[src/rtl/prism_load_pkg.sv]
// Shared types for the PRISM load sequencer: FSM state encoding and the buffered
// config word carried through the load FIFO.
package prism_load_pkg;

    localparam int ADDR_W = 6;
    localparam int DATA_W = 32;

    typedef enum logic [2:0] {
        ST_IDLE    = 3'd0,
        ST_RESET   = 3'd1,
        ST_LOAD    = 3'd2,
        ST_VERIFY  = 3'd3,
        ST_RELEASE = 3'd4,
        ST_RUN     = 3'd5,
        ST_HALTED  = 3'd6
    } state_e;

    typedef struct packed {
        logic              last;
        logic [ADDR_W-1:0] addr;
        logic [DATA_W-1:0] data;
    } cfg_word_t;

endpackage

[src/rtl/prism_load_fifo.sv]
// Synchronous FIFO of config words with a registered occupancy count.
// flush_i empties the buffer and takes precedence over a same-cycle push.
module prism_load_fifo
    import prism_load_pkg::*;
#(
    parameter int DEPTH = 4
) (
    input  logic                       clk_i,
    input  logic                       rst_i,
    input  logic                       flush_i,
    input  logic                       push_i,
    input  logic                       pop_i,
    input  cfg_word_t                  wdata_i,
    output cfg_word_t                  rdata_o,
    output logic                       full_o,
    output logic                       empty_o,
    output logic [$clog2(DEPTH):0]     count_o
);
    localparam int PTR_W = $clog2(DEPTH);

    cfg_word_t        mem_q [DEPTH];
    logic [PTR_W-1:0] rd_ptr_q, wr_ptr_q;
    logic [PTR_W:0]   count_q;
    logic             do_push, do_pop;

    assign full_o  = (count_q == (PTR_W+1)'(DEPTH));
    assign empty_o = (count_q == '0);
    assign count_o = count_q;
    assign rdata_o = mem_q[rd_ptr_q];

    // A pop frees the slot a full-buffer push lands in.
    assign do_pop  = pop_i && !empty_o;
    assign do_push = push_i && (!full_o || do_pop);

    always_ff @(posedge clk_i or posedge rst_i) begin
        if (rst_i) begin
            rd_ptr_q <= '0;
            wr_ptr_q <= '0;
            count_q  <= '0;
        end else if (flush_i) begin
            rd_ptr_q <= '0;
            wr_ptr_q <= '0;
            count_q  <= '0;
        end else begin
            if (do_push) wr_ptr_q <= wr_ptr_q + 1'b1;
            if (do_pop)  rd_ptr_q <= rd_ptr_q + 1'b1;
            case ({do_push, do_pop})
                2'b10:   count_q <= count_q + 1'b1;
                2'b01:   count_q <= count_q - 1'b1;
                default: ;
            endcase
        end
    end

    always_ff @(posedge clk_i) begin
        if (do_push) mem_q[wr_ptr_q] <= wdata_i;
    end

endmodule

[src/rtl/prism_load_sequencer.sv]
// Loads a PRISM program through the debug port, then sequences reset release, enable,
// run and halt. Build macro PRISM_LOAD_VERIFY_EN adds a read-back check after each word.
module prism_load_sequencer
    import prism_load_pkg::*;
#(
    parameter int FIFO_DEPTH   = 4,
    parameter int RST_CYCLES   = 4,
    parameter int AUTO_RESTART = 0
) (
    input  logic              clk,
    input  logic              rst,
    input  logic              cfg_valid,
    output logic              cfg_ready,
    input  logic [ADDR_W-1:0] cfg_addr,
    input  logic [DATA_W-1:0] cfg_data,
    input  logic              cfg_last,
    input  logic              start,
    input  logic              restart_req,
    input  logic              abort,
    input  logic [ADDR_W-1:0] host_addr,
    input  logic              host_wr,
    input  logic [DATA_W-1:0] host_wdata,
    output logic              host_gnt,
    output logic              prism_debug_reset,
    output logic              prism_fsm_enable,
    output logic [ADDR_W-1:0] prism_debug_addr,
    output logic              prism_debug_wr,
    output logic [DATA_W-1:0] prism_debug_wdata,
    input  logic [DATA_W-1:0] prism_debug_rdata,
    input  logic              prism_halt,
    output logic              busy,
    output logic [2:0]        state_o,
    output logic              event_o,
    output logic              err_o
);
    localparam int CNT_W = $clog2(FIFO_DEPTH) + 1;

    state_e           state_q, state_d;
    logic [7:0]       rst_cnt_q, rst_cnt_d;
    logic             dbg_rst_q, dbg_rst_d;
    logic             en_q, en_d;
    logic             event_q, event_d;
    logic             err_q, err_d;
    logic             halt_prev_q;
    logic             fifo_full, fifo_empty, pop;
    logic             start_ok, err_set;
    logic [CNT_W-1:0] fifo_count_unused;
    cfg_word_t        head, push_word;
`ifdef PRISM_LOAD_VERIFY_EN
    logic             vphase_q, vphase_d;
    cfg_word_t        ver_q, ver_d;
`else
    logic             rdata_unused;
    assign rdata_unused = ^prism_debug_rdata;
`endif

    assign busy      = !(state_q == ST_IDLE || state_q == ST_HALTED);
    assign pop       = (state_q == ST_LOAD) && !fifo_empty;
    assign cfg_ready = !fifo_full || pop;
    assign host_gnt  = host_wr && !busy && !start;
    assign start_ok  = start && !busy;
    assign err_set   = busy && (start || host_wr);
    assign push_word = {cfg_last, cfg_addr, cfg_data};

    prism_load_fifo #(.DEPTH(FIFO_DEPTH)) u_fifo (
        .clk_i   (clk),
        .rst_i   (rst),
        .flush_i (abort),
        .push_i  (cfg_valid && cfg_ready),
        .pop_i   (pop),
        .wdata_i (push_word),
        .rdata_o (head),
        .full_o  (fifo_full),
        .empty_o (fifo_empty),
        .count_o (fifo_count_unused)
    );

    // Host and load engine never collide: grants only happen outside busy states.
    always_comb begin
        prism_debug_addr  = '0;
        prism_debug_wr    = 1'b0;
        prism_debug_wdata = '0;
        if (host_gnt) begin
            prism_debug_addr  = host_addr;
            prism_debug_wr    = 1'b1;
            prism_debug_wdata = host_wdata;
        end else if (pop) begin
            prism_debug_addr  = head.addr;
            prism_debug_wr    = 1'b1;
            prism_debug_wdata = head.data;
        end
`ifdef PRISM_LOAD_VERIFY_EN
        else if (state_q == ST_VERIFY) begin
            prism_debug_addr = ver_q.addr;
        end
`endif
    end

    always_comb begin
        state_d   = state_q;
        rst_cnt_d = rst_cnt_q;
        dbg_rst_d = dbg_rst_q;
        en_d      = en_q;
        event_d   = 1'b0;
        err_d     = err_q;
`ifdef PRISM_LOAD_VERIFY_EN
        vphase_d  = vphase_q;
        ver_d     = ver_q;
`endif
        if (abort) begin
            state_d   = ST_IDLE;
            dbg_rst_d = 1'b0;
            en_d      = 1'b0;
            err_d     = 1'b0;
        end else if (start_ok) begin
            state_d   = ST_RESET;
            rst_cnt_d = 8'(RST_CYCLES - 1);
            dbg_rst_d = 1'b1;
            en_d      = 1'b0;
            err_d     = 1'b0;
        end else begin
            if (err_set) err_d = 1'b1;
            case (state_q)
                ST_RESET: begin
                    if (rst_cnt_q == 8'd0) state_d = ST_LOAD;
                    else                   rst_cnt_d = rst_cnt_q - 8'd1;
                end
                ST_LOAD: begin
                    if (pop) begin
`ifdef PRISM_LOAD_VERIFY_EN
                        state_d  = ST_VERIFY;
                        vphase_d = 1'b0;
                        ver_d    = head;
`else
                        if (head.last) begin
                            state_d   = ST_RELEASE;
                            dbg_rst_d = 1'b0;
                            event_d   = 1'b1;
                        end
`endif
                    end
                end
`ifdef PRISM_LOAD_VERIFY_EN
                ST_VERIFY: begin
                    // Phase 0 presents the address; read data is valid in phase 1.
                    if (!vphase_q) begin
                        vphase_d = 1'b1;
                    end else if (prism_debug_rdata != ver_q.data) begin
                        state_d = ST_IDLE;
                        err_d   = 1'b1;
                    end else if (ver_q.last) begin
                        state_d   = ST_RELEASE;
                        dbg_rst_d = 1'b0;
                        event_d   = 1'b1;
                    end else begin
                        state_d = ST_LOAD;
                    end
                end
`endif
                ST_RELEASE: begin
                    state_d = ST_RUN;
                    en_d    = 1'b1;
                end
                ST_RUN: begin
                    if (prism_halt && !halt_prev_q) begin
                        state_d = ST_HALTED;
                        event_d = 1'b1;
                    end
                end
                ST_HALTED: begin
                    if (restart_req && (AUTO_RESTART != 0)) state_d = ST_RUN;
                end
                default: ;
            endcase
        end
    end

    // halt_prev_q samples every cycle, so a halt already high on RUN entry is no edge.
    always_ff @(posedge clk or posedge rst) begin
        if (rst) begin
            state_q     <= ST_IDLE;
            rst_cnt_q   <= '0;
            dbg_rst_q   <= 1'b0;
            en_q        <= 1'b0;
            event_q     <= 1'b0;
            err_q       <= 1'b0;
            halt_prev_q <= 1'b0;
`ifdef PRISM_LOAD_VERIFY_EN
            vphase_q    <= 1'b0;
            ver_q       <= '0;
`endif
        end else begin
            state_q     <= state_d;
            rst_cnt_q   <= rst_cnt_d;
            dbg_rst_q   <= dbg_rst_d;
            en_q        <= en_d;
            event_q     <= event_d;
            err_q       <= err_d;
            halt_prev_q <= prism_halt;
`ifdef PRISM_LOAD_VERIFY_EN
            vphase_q    <= vphase_d;
            ver_q       <= ver_d;
`endif
        end
    end

    assign prism_debug_reset = dbg_rst_q;
    assign prism_fsm_enable  = en_q;
    assign event_o           = event_q;
    assign err_o             = err_q;
    assign state_o           = state_q;

endmodule

[config.mk]
export PLATFORM = sky130hd
export DESIGN_NAME = prism_load_sequencer
export DESIGN_NICKNAME = d
export VERILOG_FILES = /design/src/rtl/prism_load_pkg.sv /design/src/rtl/prism_load_fifo.sv /design/src/rtl/prism_load_sequencer.sv
export SDC_FILE = /design/constraint.sdc
export NUM_CORES = 1
export LEC_CHECK = 0
export BUFFER_PORTS_ARGS = -buffer_cell sky130_fd_sc_hd__buf_4
export CORE_ASPECT_RATIO = 0.8
export CORE_MARGIN = 4
export CORE_UTILIZATION = 54
export DETAILED_ROUTE_END_ITERATION = 12
export PLACE_DENSITY = 0.79
export SYNTH_ARGS = -nofsm -noshare
export SYNTH_HDL_FRONTEND = slang
export SYNTH_HIERARCHICAL = 1
export SYNTH_SLANG_ARGS = --single-unit
[constraint.sdc]
create_clock -name clk -period 3.4 [get_ports clk]
set_clock_uncertainty 0.1 [all_clocks]
set_input_delay 0.17 -clock clk [delete_from_list [all_inputs] [get_ports clk]]
set_output_delay 0.17 -clock clk [all_outputs]
set_load 0.005 [all_outputs]
### Word level (Yosys, flattened, before mapping)

Memories as Yosys holds them, arrays and structs flattened.
Cells that the tools add are included.

* $add $sub $neg: 5
* eq/ne operators: 13
* multiplexer cells: 41
* bitwise gates (word level): 1
* reductions and logical operators: 34

Operators with widths (number)
* 2-to-1 mux 32 bit: 2
* 2-to-1 mux 8 bit: 3
* 2-to-1 mux 3 bit: 7
* 2-to-1 mux 1 bit: 20
* nonzero test 3 bit: 6
* inequality test 4 bit, second input constant: 4
* equality test 3 bit, second input constant: 4
* 2-to-1 mux 6 bit: 2
* case mux 3 bit (4 select lines): 1
* logical AND 1 bit: 9
* zero test 8 bit: 1
* 2-to-1 mux 2 bit: 4
* subtractor 8 x 1 -> 8 bit, second input constant: 1
* zero test 3 bit: 2
* case mux 3 bit (2 select lines): 1
* AND reduction 3 bit: 2
* nonzero test 2 bit: 3
* nonzero test 6 bit: 1
* zero test 1 bit: 5
* AND reduction 5 bit: 1
* adder 2 x 1 -> 2 bit, second input constant: 2
* logical OR 1 bit: 4
* adder 3 x 1 -> 3 bit, second input constant: 1
* equality test 3 x 1 -> 1 bit, second input constant: 1
* 7 further kinds: 7

* register bits after elaboration: 23
* RAM bits: 156
* input bits: 117
* output and inout bits: 49
* logic and storage cells: 105
* memories: 1

Memories
* u_fifo.mem_q: depth 4, bits a word 39, read ports 1, clocked after memory_dff 0, wr ports 1, RTL line prism_load_fifo.sv:21 `cfg_word_t mem_q [DEPTH];`

### Depth between registers and ports, before layout

* depth after elaboration: 9
* depth in mapped cells: 12
* depth with buffers taken out: 10

### Modules after synthesis

Netlist, hierarchy kept.

Modules (own cells, without submodules)
* prism_load_fifo: instances 1, cells an instance 267, area an instance 6180.9 µm², sequential area each 4859.7 µm²
* prism_load_sequencer: instances 1, cells an instance 145, area an instance 1327.5 µm², sequential area each 400.4 µm²

### Worst setup path before layout

OpenSTA, ideal clock, no wires.

* path type: register to register
* from: reg u_fifo.count_q[0] (netlist: u_fifo/count_o[0])
* to: mem u_fifo/mem_q[0][0] (netlist name), enable pin
* library setup time: 0.379 ns
* data arrival time: 2.541 ns
* data required time: 2.921 ns
* setup slack: 0.381 ns
* stages on the path, launching flop included: 9
* buffers on the path: 3
* period minus slack after synthesis: 3.019 ns
* path through: dfrtp_1 > buf_2 > nor3_1 > nor4b_2 > clkbuf_1 > buf_4 > inv_1 > a31oi_1 > and2_2

* longest elaborated chain between the ends: 8
* elaborated cells between the ends (all ways): 12
* classes of those cells: 1 x eq/ne; 2 x mux; 9 x reduce/logical

Ends and longest elaborated chain
* start, declared: RTL line prism_load_fifo.sv:23 `logic [PTR_W:0] count_q;`
* start signal, assigned: RTL line prism_load_fifo.sv:48 `2'b10: count_q <= count_q + 1'b1;`
* start signal, assigned: RTL line prism_load_fifo.sv:49 `2'b01: count_q <= count_q - 1'b1;`
* zero test 3 bit *: RTL line prism_load_fifo.sv:27 `assign empty_o = (count_q == '0);`
* named net fifo_empty: RTL line prism_load_sequencer.sv:45 `logic fifo_full, fifo_empty, pop;`
* zero test 1 bit *: RTL line prism_load_sequencer.sv:58 `assign pop = (state_q == ST_LOAD) && !fifo_empty;`
* logical AND 1 bit *: RTL line prism_load_sequencer.sv:58
* named net pop: RTL line prism_load_sequencer.sv:45
* logical OR 1 bit / logical AND 1 bit (equally long branches): RTL line prism_load_sequencer.sv:59, prism_load_fifo.sv:32
* logical AND 1 bit / logical OR 1 bit (equally long branches): RTL line prism_load_sequencer.sv:69, prism_load_fifo.sv:33
* logical AND 1 bit *: RTL line prism_load_fifo.sv:33 `assign do_push = push_i && (!full_o || do_pop);`
* 2-to-1 mux 1 bit *: RTL line prism_load_fifo.sv:56 `if (do_push) mem_q[wr_ptr_q] <= wdata_i;`
* 2-to-1 mux 1 bit (implied by the code) *: RTL line prism_load_fifo.sv:56
* end, declared: RTL line prism_load_fifo.sv:21

Mark *: on every way through the listed nets, which the timed path passes. The rest lies on a longest branch.

### Worst setup path after layout

* from: reg u_fifo.count_q[0] (netlist: u_fifo/count_o[0])
* to: reg u_fifo.count_q[2] (netlist: u_fifo/count_o[2])

* longest elaborated chain between the ends: 9
* elaborated cells between the ends (all ways): 17
* classes of those cells: 2 x add/sub; 3 x eq/ne; 2 x mux; 10 x reduce/logical

Ends and longest elaborated chain
* zero test 3 bit *: RTL line prism_load_fifo.sv:27
* named net fifo_empty: RTL line prism_load_sequencer.sv:45
* zero test 1 bit *: RTL line prism_load_fifo.sv:32, prism_load_sequencer.sv:58
* logical AND 1 bit: RTL line prism_load_sequencer.sv:58
* logical OR 1 bit / logical AND 1 bit (equally long branches): RTL line prism_load_sequencer.sv:59, prism_load_fifo.sv:32
* logical AND 1 bit / logical OR 1 bit (equally long branches): RTL line prism_load_sequencer.sv:69, prism_load_fifo.sv:33
* logical AND 1 bit: RTL line prism_load_fifo.sv:33
* equality test 2 x 1 -> 1 bit / equality test 2 bit (equally long branches): RTL line prism_load_fifo.sv:47 `case ({do_push, do_pop})`
* case mux 3 bit (2 select lines): RTL line prism_load_fifo.sv:47
* 2-to-1 mux 3 bit: RTL line prism_load_fifo.sv:40 `end else if (flush_i) begin`

Marked as above.
A chain may end at the register's enable or synchronous reset.

==> qor.log <==
qor: grt.vias_in_the_first_global_route 4860
qor: critical_path.cp_data_required_time 3650 ps
qor: logic_synthesis.synth_ff_type sky130_fd_sc_hd__edfxtp_1
qor: grt.overflow 0
qor: sta.fmaxAchievable 0.314 GHz
qor: logic_synthesis.syn_nets 536
qor: logic_synthesis.mappedNetlistArea 0.00751 mm2
qor: sta.final-max-slew-violation-count 0
qor: clock_network.cts-resized-gates 0
qor: grt.grt_start_max_net_pins 41
qor: cells_and_area.layout-area-overhead-vs-synth 31.6%
qor: placement.place.gp.congestion 0.830
qor: floorplan.die_area 0.0159 mm2
qor: logic_synthesis.synth_cell_type_count 61
qor: routing.avgRoutedWirePerCell 20.5 um
qor: sta.setup_viol 0
qor: grt.use_met2 0.351
qor: sta.unrepaired_setup_endpoints_after_global_routing false
qor: critical_path.cp_data_arrival_time 3430 ps
qor: floorplan.placementRows 38
qor: sta.relative_slew_slack 0.512
qor: routing.detail_route.wirelength 16.2 mm
qor: critical_path.reg2reg_slack 220 ps
qor: grt.grtUsageTotal 0.218
qor: clock_network.cts_num_sinks 179
qor: routing.dr.first_iter.drc_count 455
qor: routing.drt_first_pass_iters 4
qor: cells_and_area.ff_latch_area 0.00526 mm2
qor: status.status completed
qor: sta.min_period_over_period 0.936
qor: critical_path.worst-setup-path-type flip-flop to flip-flop
qor: critical_path.timing.critical_path.slowest_stage_cell sky130_fd_sc_hd__or4_1
qor: routing.via_per_inst 5.71
qor: critical_path.path_cells nor3_1, nor4b_4, nand2b_1, and2_1, nand2b_4, nor2_1, fa_1, or4_1, a31oi_1
qor: critical_path.cp_top_family simple AND/OR/NAND/NOR gates
qor: logic_synthesis.fraction_of_registers_with_async_set_reset 0.128
qor: clock_network.cts_tree built
qor: grt.grt_antenna_before_repair 1
qor: clock_network.cts.root.buffer_cell sky130_fd_sc_hd__clkbuf_16
qor: cells_and_area.design.final.nets 723
qor: placement.portBuffers 132
qor: floorplan.start_util 0.552
qor: sta.timing.final.crit_period 3180 ps
qor: run.drv_cap 0
qor: critical_path.slowest_delay 560 ps
qor: sta.setup_tns 0 ps
qor: pwr.cellLeakagePower 3.70 nW
qor: critical_path.critPathBufInv 0
qor: pwr.pwr_density_cell 543 mW/mm2
qor: clock_network.post_cts.repair.setup_buffers 0
qor: clock_network.cts.htree.levels 4
qor: pwr.irDropWorstVdd 0.000371 V
qor: cells_and_area.fill_cells 821
qor: grt.global_route.usage.met3 0.0616
qor: floorplan.core_region_area 0.0136 mm2
qor: logic_synthesis.synth-edff-count 156
qor: grt.global_route.peak_usage_layer met2
qor: cells_and_area.multiInputGateArea 0.00208 mm2
qor: logic_synthesis.synth.ff_latch_count 179
qor: floorplan.die_w 140 um
qor: placement.placedCellCount 714
qor: routing.detailroute.via_count 4528
qor: critical_path.setup.worst_path.end_class flip-flop
qor: clock_network.clkLatencyLatePin 430 ps
qor: floorplan.i_o_pin_cnt 166
qor: routing.detail_route.drc_violations 0
qor: cells_and_area.final_layout_size_suffix_gt1_frac 0.395
qor: cells_and_area.layout.cells.non_filler 793
qor: critical_path.start_kind flip-flop
qor: logic_synthesis.ys.warnings.count 6
qor: logic_synthesis.synth_cells 412
qor: floorplan.floorplan.die.height 113 um
qor: logic_synthesis.syn_avg_cell_area 18.2 um2
qor: sta.tightest_slew 733 ps
qor: grt.grt_pass1_wl 26.1 mm
qor: placement.hpwlAfterDp 10.1 mm
qor: sta.final_hold_viol_count 0
qor: critical_path.timing.critical_path.fanout_max 9
qor: routing.postRouteAntennaNets 0
qor: clock_network.cts-root-to-sink-buffers 2
qor: grt.globalRouteMet1Util 0.283
qor: worst_hold_path.hold_class input pin to asynchronous set/reset pin
qor: logic_synthesis.sequential_to_total_area_share_from_yosys_stat 0.701
qor: clock_network.path_clk_slew 70 ps
qor: clock_network.numCtsBuffers 17
==> synth_stat cells (3+ instances only) <==
master                     instances  area, um2
sky130_fd_sc_hd__ha_1              6       75.1
sky130_fd_sc_hd__nand2_1           7       26.3
sky130_fd_sc_hd__and2_2            4       30.0
sky130_fd_sc_hd__nor3b_1           3       22.5
sky130_fd_sc_hd__buf_1             4       15.0
sky130_fd_sc_hd__a22o_1           38        333
sky130_fd_sc_hd__nor2_1           13       48.8
sky130_fd_sc_hd__clkbuf_1          6       22.5
sky130_fd_sc_hd__inv_1            13       48.8
sky130_fd_sc_hd__mux4_2           39        878
sky130_fd_sc_hd__o21bai_1          3       22.5
sky130_fd_sc_hd__a211oi_1          3       22.5
sky130_fd_sc_hd__nand2b_1          5       31.3
sky130_fd_sc_hd__xor2_1            4       35.0
sky130_fd_sc_hd__a21oi_1           5       25.0
sky130_fd_sc_hd__dfrtp_1          23        576
sky130_fd_sc_hd__o21ai_0           5       25.0
sky130_fd_sc_hd__or2_2             3       18.8
sky130_fd_sc_hd__nor3_1            5       25.0
sky130_fd_sc_hd__buf_2             9       45.0
sky130_fd_sc_hd__buf_4             6       45.0
sky130_fd_sc_hd__nand3b_1          3       22.5
sky130_fd_sc_hd__a211o_1           3       26.3
sky130_fd_sc_hd__edfxtp_1        156       4680
==> what timing repair did <==
item / in CTS / in global routing
hold buffers: 46 / 0
endpoints found under the setup margin: 0 / 0
endpoints found under the hold margin: 190 / 0
==> cell usage in the layout, fill, tap and decap left out, drive strengths merged, types with 5 or more instances in the layout <==
cell,count
nand2,7
nor2,15
a21oi,5
inv,15
dfrtp,23
a22o,39
dlygate4sd3,46
ha,6
clkbuf,17
and2,6
buf,148
edfxtp,156
nand2b,6
mux4,39
o21ai,6
clkinvlp,5
nor3,5
==> cell type report <==
class,instances,area share
well taps,180,0.0228
repair buffers,194,0.165
multi-input cells,194,0.210
flip-flops and latches,179,0.533
clock buffers,17,0.0431
diodes,1,0.000253
inverters,13,0.00494
clock inverters,15,0.0209
==> worst register-to-register path, cell delays in order (launching register included) <==
cell,delay [ps]
sky130_fd_sc_hd__dfrtp_1,530
sky130_fd_sc_hd__nor3_1,160
sky130_fd_sc_hd__nor4b_4,390
sky130_fd_sc_hd__nand2b_1,190
sky130_fd_sc_hd__and2_1,310
sky130_fd_sc_hd__nand2b_4,200
sky130_fd_sc_hd__nor2_1,60
sky130_fd_sc_hd__fa_1,420
sky130_fd_sc_hd__or4_1,560
sky130_fd_sc_hd__a31oi_1,190
==> stage by stage <==
step	hold slack [ps]	area [um2]	utilization	worst slack (ps)	power, mW
3_3_place_gp	40.5	8790	0.646	391	3.27
2_1_floorplan	-127	7510	-	381	3.03
6_report	149	9880	0.727	219	5.37
5_1_grt	193	9880	0.727	74.3	5.61
4_1_cts	155	9880	0.726	248	5.41
3_5_place_dp	49.2	8790	0.646	301	3.31
==> flip-flops by register name, summed over array words and instances, names as in the netlist <==
register           count
u_fifo/mem_q         156
rst_cnt_q              8
state_o                3
u_fifo/count_o         3
u_fifo/rd_ptr_q        2
u_fifo/wr_ptr_q        2
err_o                  1
event_o                1
halt_prev_q            1
prism_debug_reset      1
prism_fsm_enable       1
==> power by group <==
group | internal [mW] | total [mW] | switching [mW]
Sequential | 2.54 | 2.63 | 0.0899
Clock | 1.23 | 2.05 | 0.820
Combinational | 0.360 | 0.682 | 0.322
==> final timing paths <==
kind                                                     from                              to  cells past startpoint
worst max register to register  u_fifo/count_o[0]$_DFFE_PP0P_   u_fifo/count_o[2]$_DFFE_PP0P_                      9
worst max-delay path            u_fifo/count_o[0]$_DFFE_PP0P_   u_fifo/count_o[2]$_DFFE_PP0P_                      9
max in group asynchronous                                 rst        rst_cnt_q[3]$_DFFE_PP0P_                      3
min in group clk                                    cfg_valid  u_fifo/wr_ptr_q[1]$_DFFE_PP0P_                      5
worst min-delay path                                      rst  u_fifo/wr_ptr_q[0]$_DFFE_PP0P_                      3
worst min register to register  prism_debug_reset$_DFFE_PP0P_   prism_debug_reset$_DFFE_PP0P_                      2
==> cell families after synthesis <==
family | after synthesis | synth area share
xor gates and xnor gates | 6 | 0.00700
DFF | 179 | 0.701
adders and majority gates | 8 | 0.0140
muxes | 41 | 0.120
buffers and inverters | 39 | 0.0250
AOI/OAI and AO/OA | 74 | 0.0802
and+or+nand+nor | 65 | 0.0535
==> layer usage <==
metal,part of all wire,routed length (um)
met5,0,0
met2,0.50,8110
met1,0.40,6480
met4,0.025,407
met3,0.077,1250
No activity file was read; power rests on OpenSTA's default activity.
